## src/rtl/seq_divider_8by4.sv

```systemverilog
// rtl/seq_divider_8by4.sv - sequential restoring divider, one quotient bit per clock
// Optional seven-segment result outputs are enabled by defining SEQ_DIVIDER_HEX_OUT_EN.

`ifdef SEQ_DIVIDER_HEX_OUT_EN
module binary4todecimal7decoder (
    input  logic [3:0] bin,
    output logic [6:0] seg
);
    // Active-low segments ordered gfedcba; nibbles above 9 show hex glyphs.
    always_comb begin
        seg = 7'b1111111;
        case (bin)
            4'h0: seg = 7'b1000000;
            4'h1: seg = 7'b1111001;
            4'h2: seg = 7'b0100100;
            4'h3: seg = 7'b0110000;
            4'h4: seg = 7'b0011001;
            4'h5: seg = 7'b0010010;
            4'h6: seg = 7'b0000010;
            4'h7: seg = 7'b1111000;
            4'h8: seg = 7'b0000000;
            4'h9: seg = 7'b0010000;
            4'hA: seg = 7'b0001000;
            4'hB: seg = 7'b0000011;
            4'hC: seg = 7'b1000110;
            4'hD: seg = 7'b0100001;
            4'hE: seg = 7'b0000110;
            4'hF: seg = 7'b0001110;
            default: seg = 7'b1111111;
        endcase
    end
endmodule
`endif

module seq_divider_8by4 #(
    parameter int DIVIDEND_W = 8,
    parameter int DIVISOR_W  = 4
) (
    input  logic                  clk,
    input  logic                  rst_n,
    input  logic                  start,
    input  logic [DIVIDEND_W-1:0] dividend,
    input  logic [DIVISOR_W-1:0]  divisor,
    output logic                  busy,
    output logic                  done,
    output logic [DIVIDEND_W-1:0] quotient,
    output logic [DIVISOR_W-1:0]  remainder,
`ifdef SEQ_DIVIDER_HEX_OUT_EN
    output logic [6:0]            HEXQ0,
    output logic [6:0]            HEXQ1,
    output logic [6:0]            HEXR,
`endif
    output logic                  div_by_zero
);
    localparam int CNT_W = (DIVIDEND_W > 1) ? $clog2(DIVIDEND_W) : 1;
    localparam logic [CNT_W-1:0] LAST = CNT_W'(DIVIDEND_W - 1);

    typedef enum logic [1:0] {IDLE, RUN, DONE} state_t;

    state_t                state;
    logic [CNT_W-1:0]      count;
    logic [DIVISOR_W:0]    pr;
    logic [DIVIDEND_W-1:0] dvd;
    logic [DIVISOR_W-1:0]  dvs;

    logic [DIVISOR_W:0]    pr_shift;
    logic [DIVISOR_W:0]    pr_next;
    logic                  qbit;
    logic [DIVIDEND_W-1:0] dvd_next;

    // dvd doubles as the quotient register: dividend bits shift out the top
    // while quotient bits shift in at the bottom.
    always_comb begin
        pr_shift = {pr[DIVISOR_W-1:0], dvd[DIVIDEND_W-1]};
        qbit     = (pr_shift >= {1'b0, dvs});
        pr_next  = qbit ? (pr_shift - {1'b0, dvs}) : pr_shift;
        dvd_next = {dvd[DIVIDEND_W-2:0], qbit};
    end

    always_ff @(posedge clk or negedge rst_n) begin
        if (!rst_n) begin
            state       <= IDLE;
            count       <= '0;
            pr          <= '0;
            dvd         <= '0;
            dvs         <= '0;
            busy        <= 1'b0;
            done        <= 1'b0;
            quotient    <= '0;
            remainder   <= '0;
            div_by_zero <= 1'b0;
        end else begin
            done <= 1'b0;
            case (state)
                IDLE, DONE: begin
                    if (start) begin
                        dvd   <= dividend;
                        dvs   <= divisor;
                        pr    <= '0;
                        count <= '0;
                        if (divisor == '0) begin
                            state       <= DONE;
                            busy        <= 1'b0;
                            done        <= 1'b1;
                            quotient    <= '1;
                            remainder   <= '0;
                            div_by_zero <= 1'b1;
                        end else begin
                            state <= RUN;
                            busy  <= 1'b1;
                        end
                    end else begin
                        state <= IDLE;
                        busy  <= 1'b0;
                    end
                end
                RUN: begin
                    pr    <= pr_next;
                    dvd   <= dvd_next;
                    count <= count + 1'b1;
                    if (count == LAST) begin
                        state       <= DONE;
                        busy        <= 1'b0;
                        done        <= 1'b1;
                        quotient    <= dvd_next;
                        remainder   <= pr_next[DIVISOR_W-1:0];
                        div_by_zero <= 1'b0;
                    end
                end
                default: begin
                    state <= IDLE;
                    busy  <= 1'b0;
                end
            endcase
        end
    end

`ifdef SEQ_DIVIDER_HEX_OUT_EN
    binary4todecimal7decoder u_hex_q0 (.bin(quotient[3:0]), .seg(HEXQ0));
    binary4todecimal7decoder u_hex_q1 (.bin(quotient[7:4]), .seg(HEXQ1));
    binary4todecimal7decoder u_hex_r  (.bin(remainder[3:0]), .seg(HEXR));
`endif

endmodule

```

## config.mk

```make
export PLATFORM = sky130hd
export DESIGN_NAME = seq_divider_8by4
export DESIGN_NICKNAME = d
export VERILOG_FILES = /design/src/rtl/seq_divider_8by4.sv
export SDC_FILE = /design/constraint.sdc
export NUM_CORES = 1
export LEC_CHECK = 0
export ABC_CLOCK_PERIOD_IN_PS = 3500
export CAP_MARGIN = 20
export CORE_MARGIN = 2
export CORE_UTILIZATION = 45
export CTS_BUF_LIST = sky130_fd_sc_hd__clkbuf_16
export DETAILED_ROUTE_END_ITERATION = 12
export PLACE_DENSITY = 0.7
export SLEW_MARGIN = 20
export SYNTH_ARGS = -nofsm -noshare
export SYNTH_HDL_FRONTEND = slang
export SYNTH_SLANG_ARGS = --single-unit
```

## constraint.sdc

```tcl
create_clock -name clk -period 3.5 [get_ports clk]
set_input_delay 1.05 -clock clk [delete_from_list [all_inputs] [get_ports clk]]
set_output_delay 1.05 -clock clk [all_outputs]
set_load 0.01 [all_outputs]
```

* Word-level counts from Yosys, hierarchy flattened *
Index checks and enable logic that the tools add are counted.

word-level totals
  flip-flop bits (word level) = 36
  output and inout port bits = 15
  logic and storage cells = 56

cells by class
  add/subtract/negate cells = 2
  order comparisons = 1
  eq/ne operators = 6
  multiplexer cells = 30
  reductions and logical operators = 7

operator list
  cell                   number
  $mux W8                4
  $pmux W8 S2            2
  $mux W4                5
  $pmux W4 S2            2
  $mux W1                8
  $mux W2                3
  $ne A2 B2 Y1 const B   3
  $pmux W1 S2            3
  $pmux W3 S2            1
  $ge A5 B4 Y1           1
  $logic_not A4 Y1       1
  $pmux W2 S2            1
  $reduce_and A2 Y1      2
  $reduce_and A4 Y1      1
  $sub A4 B4 Y4          1
  $add A3 B1 Y3 const B  1
  $eq A3 B3 Y1 const B   1
  $mux W3                1
  $eq A2 B1 Y1 const B   1
  $eq A2 B2 Y1 const B   1
  $logic_not A2 Y1       1
  $reduce_bool A2 Y1     1
  $reduce_or A2 Y1       1

* Logic depth before layout (Yosys ltp) *
  depth in word-level cells = 4
  mapped depth = 8
  mapped depth without buffers = 7

* Least setup slack after synthesis *
No wires, ideal clock.

  path type = input to register
  start point = input divisor[1]
  end point = register remainder[3]
  setup time = 0.125 ns
  arrival = 1.927 ns
  data required time = 3.375 ns
  path slack = 1.448 ns
  stages on the path = 4
  path buffers = 0
  path through = nor4_4 > a21oi_4 > inv_4 > mux2_4

between the ends
  cells in the longest elaborated chain, start to end = 3

ends and longest elaborated chain
  item                                line  text
  start: declaration                  43    input logic [DIVISOR_W-1:0] divisor,
  $logic_not A4 Y1                    101   if (divisor == '0) begin
  $ne A2 B2 Y1 (no source line)       -
  $reduce_and A4 Y1 (no source line)  -
  end signal: assignment              126   remainder <= pr_next[DIVISOR_W-1:0];
  end: declaration                    47    output logic [DIVISOR_W-1:0] remainder,

No other way between the ends.
A chain may end at the register's enable or synchronous reset.

* Worst setup path in the final report *
Ends and elaborated chain as after synthesis.

==> metrics.cfg <==
[synth]
syn_avg_cell_area_um2=10.4
ys_ff_latch=36
synth_top_area_frac=0.526
synth_edf_count=0
synth_most_common_cell=dfrtp_1
seq_area_frac_synth=0.526
synth_common_cells=dfrtp_1, nand2_1, nor2_1
netlist_area_um2=1710
yosys.area.top_type=dfrtp_1
synthCells=164
async_flop_share=1.00
synth_nets=186
synthFlopType=dfrtp_1
synthTopCellsByArea=dfrtp_1, nand2_1, ha_1
yosysWarnings=0
ys_types=35

[place]
gp_congestion=0.775
port_buffers=29
pre_cts_ws_ns=0.754
dp.cells=237
place_hpwl_mm=2.46

[floorplan]
rows=22
die_h_um=65.7
dieArea_um2=4320
core_area_um2=3660
initial_core_util=0.468
ios=30
die_width_um=65.7

[timing]
max_slew.worst_pin.slew_ns=0.888
rsz0062_at_grt=false
period_needed_ns=2.45
setup_viol=0
period_share=0.700
finalClockSkew_ns=0.00640
clock.fmax_ghz=0.408
finalHoldViolCount=0
fin_tns_setup_ns=0
fin_ws_ns=1.05
relSlewSlack=0.408
slew_viol_final=0

[layout]
drive_above_1_share=0.148
antenna_cells=0
area_growth_pct=27.0
multi_input_area_um2=746
final_nets=218
regArea_um2=901
fill_cells=318
final_cells=244

[clocking]
post_cts_resized=0
cts_buffer_depth=2
clk_latency_ns=0.28
cts_tree=built
cts-root-buf=clkbuf_16
hold_buffers=0
cts.htree.levels=2
cts_buffers=5
cts_sinks=36
clk_pin_slew_ns=0.05
post_cts_buffers=0

[power_and_ir_drop]
p_leak_uw=0.000965
power_uw=2300
p_switching_uw=879
p_clk_frac=0.178
p_seq_frac=0.321
combPwrFrac=0.500
p_per_area_nw_per_um2=1060
internal_power_uw=1420
irDropWorstVdd_mv=0.563
sw_frac_of_total=0.382

[grt]
grt_pass1_wl_mm=6.05
grtUsageTotal=0.192
grt_max_degree=37
grt_pass1_vias=1280
grt_antenna_before_repair=0
overflow=0

[setup_path]
worstPathRequired_ns=3.66
crit_chain=clkdlybuf4s50_1 -> nor4_4 -> a21oi_4 -> inv_4 -> mux2_4
crit_buf_inv=2
crit_type=input port to flip-flop
cp_slowest_cell=clkdlybuf4s50_1
cp_max_fo=17
worst_ep_arrival_time_ns=2.61
critical-path-max-stage-delay_ns=0.47
crit_path_end_kind=flip-flop
critPathTopFamily=buffers and inverters
start_kind=input port

[routing]
drc=0
num_vias=1249
drtIter0Drc=115
ant_nets=0
routed_wl_mm=3.51
drt-vias-per-instance=5.12
first_pass_iters=4
wl_per_cell_um=14.4

[job]
maxCapViolations=0

[hold_path]
hp-class=flip-flop to flip-flop

[outcome]
status=finished clean

placed cells by master (no fill, tap or decap), types with 3 or more instances in the layout:
cell             instances
dfrtp_1                 36
o21ai_2                  5
clkdlybuf4s50_1         29
a21oi_2                  4
nor2_1                  16
o21ai_0                  8
mux2_4                   3
clkbuf_16                5
inv_1                    7
a31oi_1                  8
nand2_1                 33
nand2b_1                 3
a21oi_1                  6
ha_1                     6
power by group through the flow:
stage | Combinational (uW) | Clock, uW | Sequential [uW]
floorplan | 788 | 0 | 754
global placement | 1120 | 0 | 735
detailed placement | 1160 | 0 | 744
CTS | 1160 | 422 | 741
global route | 1280 | 437 | 766
finish | 1150 | 410 | 739
worst min-delay path, delay by kind of cell, from the launching register on:
family	cells	cell delay (ns)
simple gates	1	0.06
compound gates	1	0.05
flops	1	0.35
logic make-up (layout without fill, tap and decap cells):
| group | after synthesis | in the layout | synth area share |
|---|---|---|---|
| simple gates | 62 | 62 | 0.169 |
| compound gates | 41 | 41 | 0.174 |
| xor+xnor | 1 | 1 | 0.00511 |
| flops | 36 | 36 | 0.526 |
| mux | 4 | 4 | 0.0321 |
| fa+ha+maj | 7 | 7 | 0.0555 |
| buf+inv | 13 | 45 | 0.0387 |
state kept, by name, summed over array words and instances (netlist names):
| signal | flops |
|---|---|
| busy | 1 |
| count | 3 |
| div_by_zero | 1 |
| done | 1 |
| dvd | 8 |
| dvs | 4 |
| pr | 4 |
| quotient | 8 |
| remainder | 4 |
| state | 2 |
path summary, 6_finish.rpt:
path                              start           end  slack, ns  cells past startpoint
hold reg to reg            remainder[0]  remainder[0]       0.49                      2
max in group asynchronous         rst_n  remainder[0]       1.97                      2
hold / removal             remainder[0]  remainder[0]       0.49                      2
min in group asynchronous         rst_n   quotient[6]       1.20                      2
setup / recovery             divisor[1]  remainder[3]       1.05                      5
setup reg to reg                  pr[1]         pr[2]       1.59                      6
per-stage QoR:
| step | hold slack [ns] | utilization | cell area [um^2] |
|---|---|---|---|
| after floorplan | 0.450 | - | 1710 |
| after global placement | 0.465 | 0.557 | 2040 |
| after global routing | 0.518 | 0.594 | 2170 |
| final | 0.489 | 0.594 | 2170 |
| after detailed placement | 0.470 | 0.557 | 2040 |
| after CTS | 0.489 | 0.594 | 2170 |
layer usage:
layer | vias up | track usage | wire (um)
met3 | 5 | 0.0719 | 220
li1 | 621 | - | -
met5 | - | 0 | 0
met4 | 0 | 0.0729 | 53
met1 | 589 | 0.251 | 1680
met2 | 34 | 0.288 | 1560
final cells by class:
type,count,share of cell area
flip-flops and latches,36,0.414
multi-input cells,115,0.343
repair buffers,31,0.140
clock buffers,5,0.0575
well taps,48,0.0276
inverters,7,0.0132
clock inverters,2,0.00403
Power figures use the tool's default switching activity.
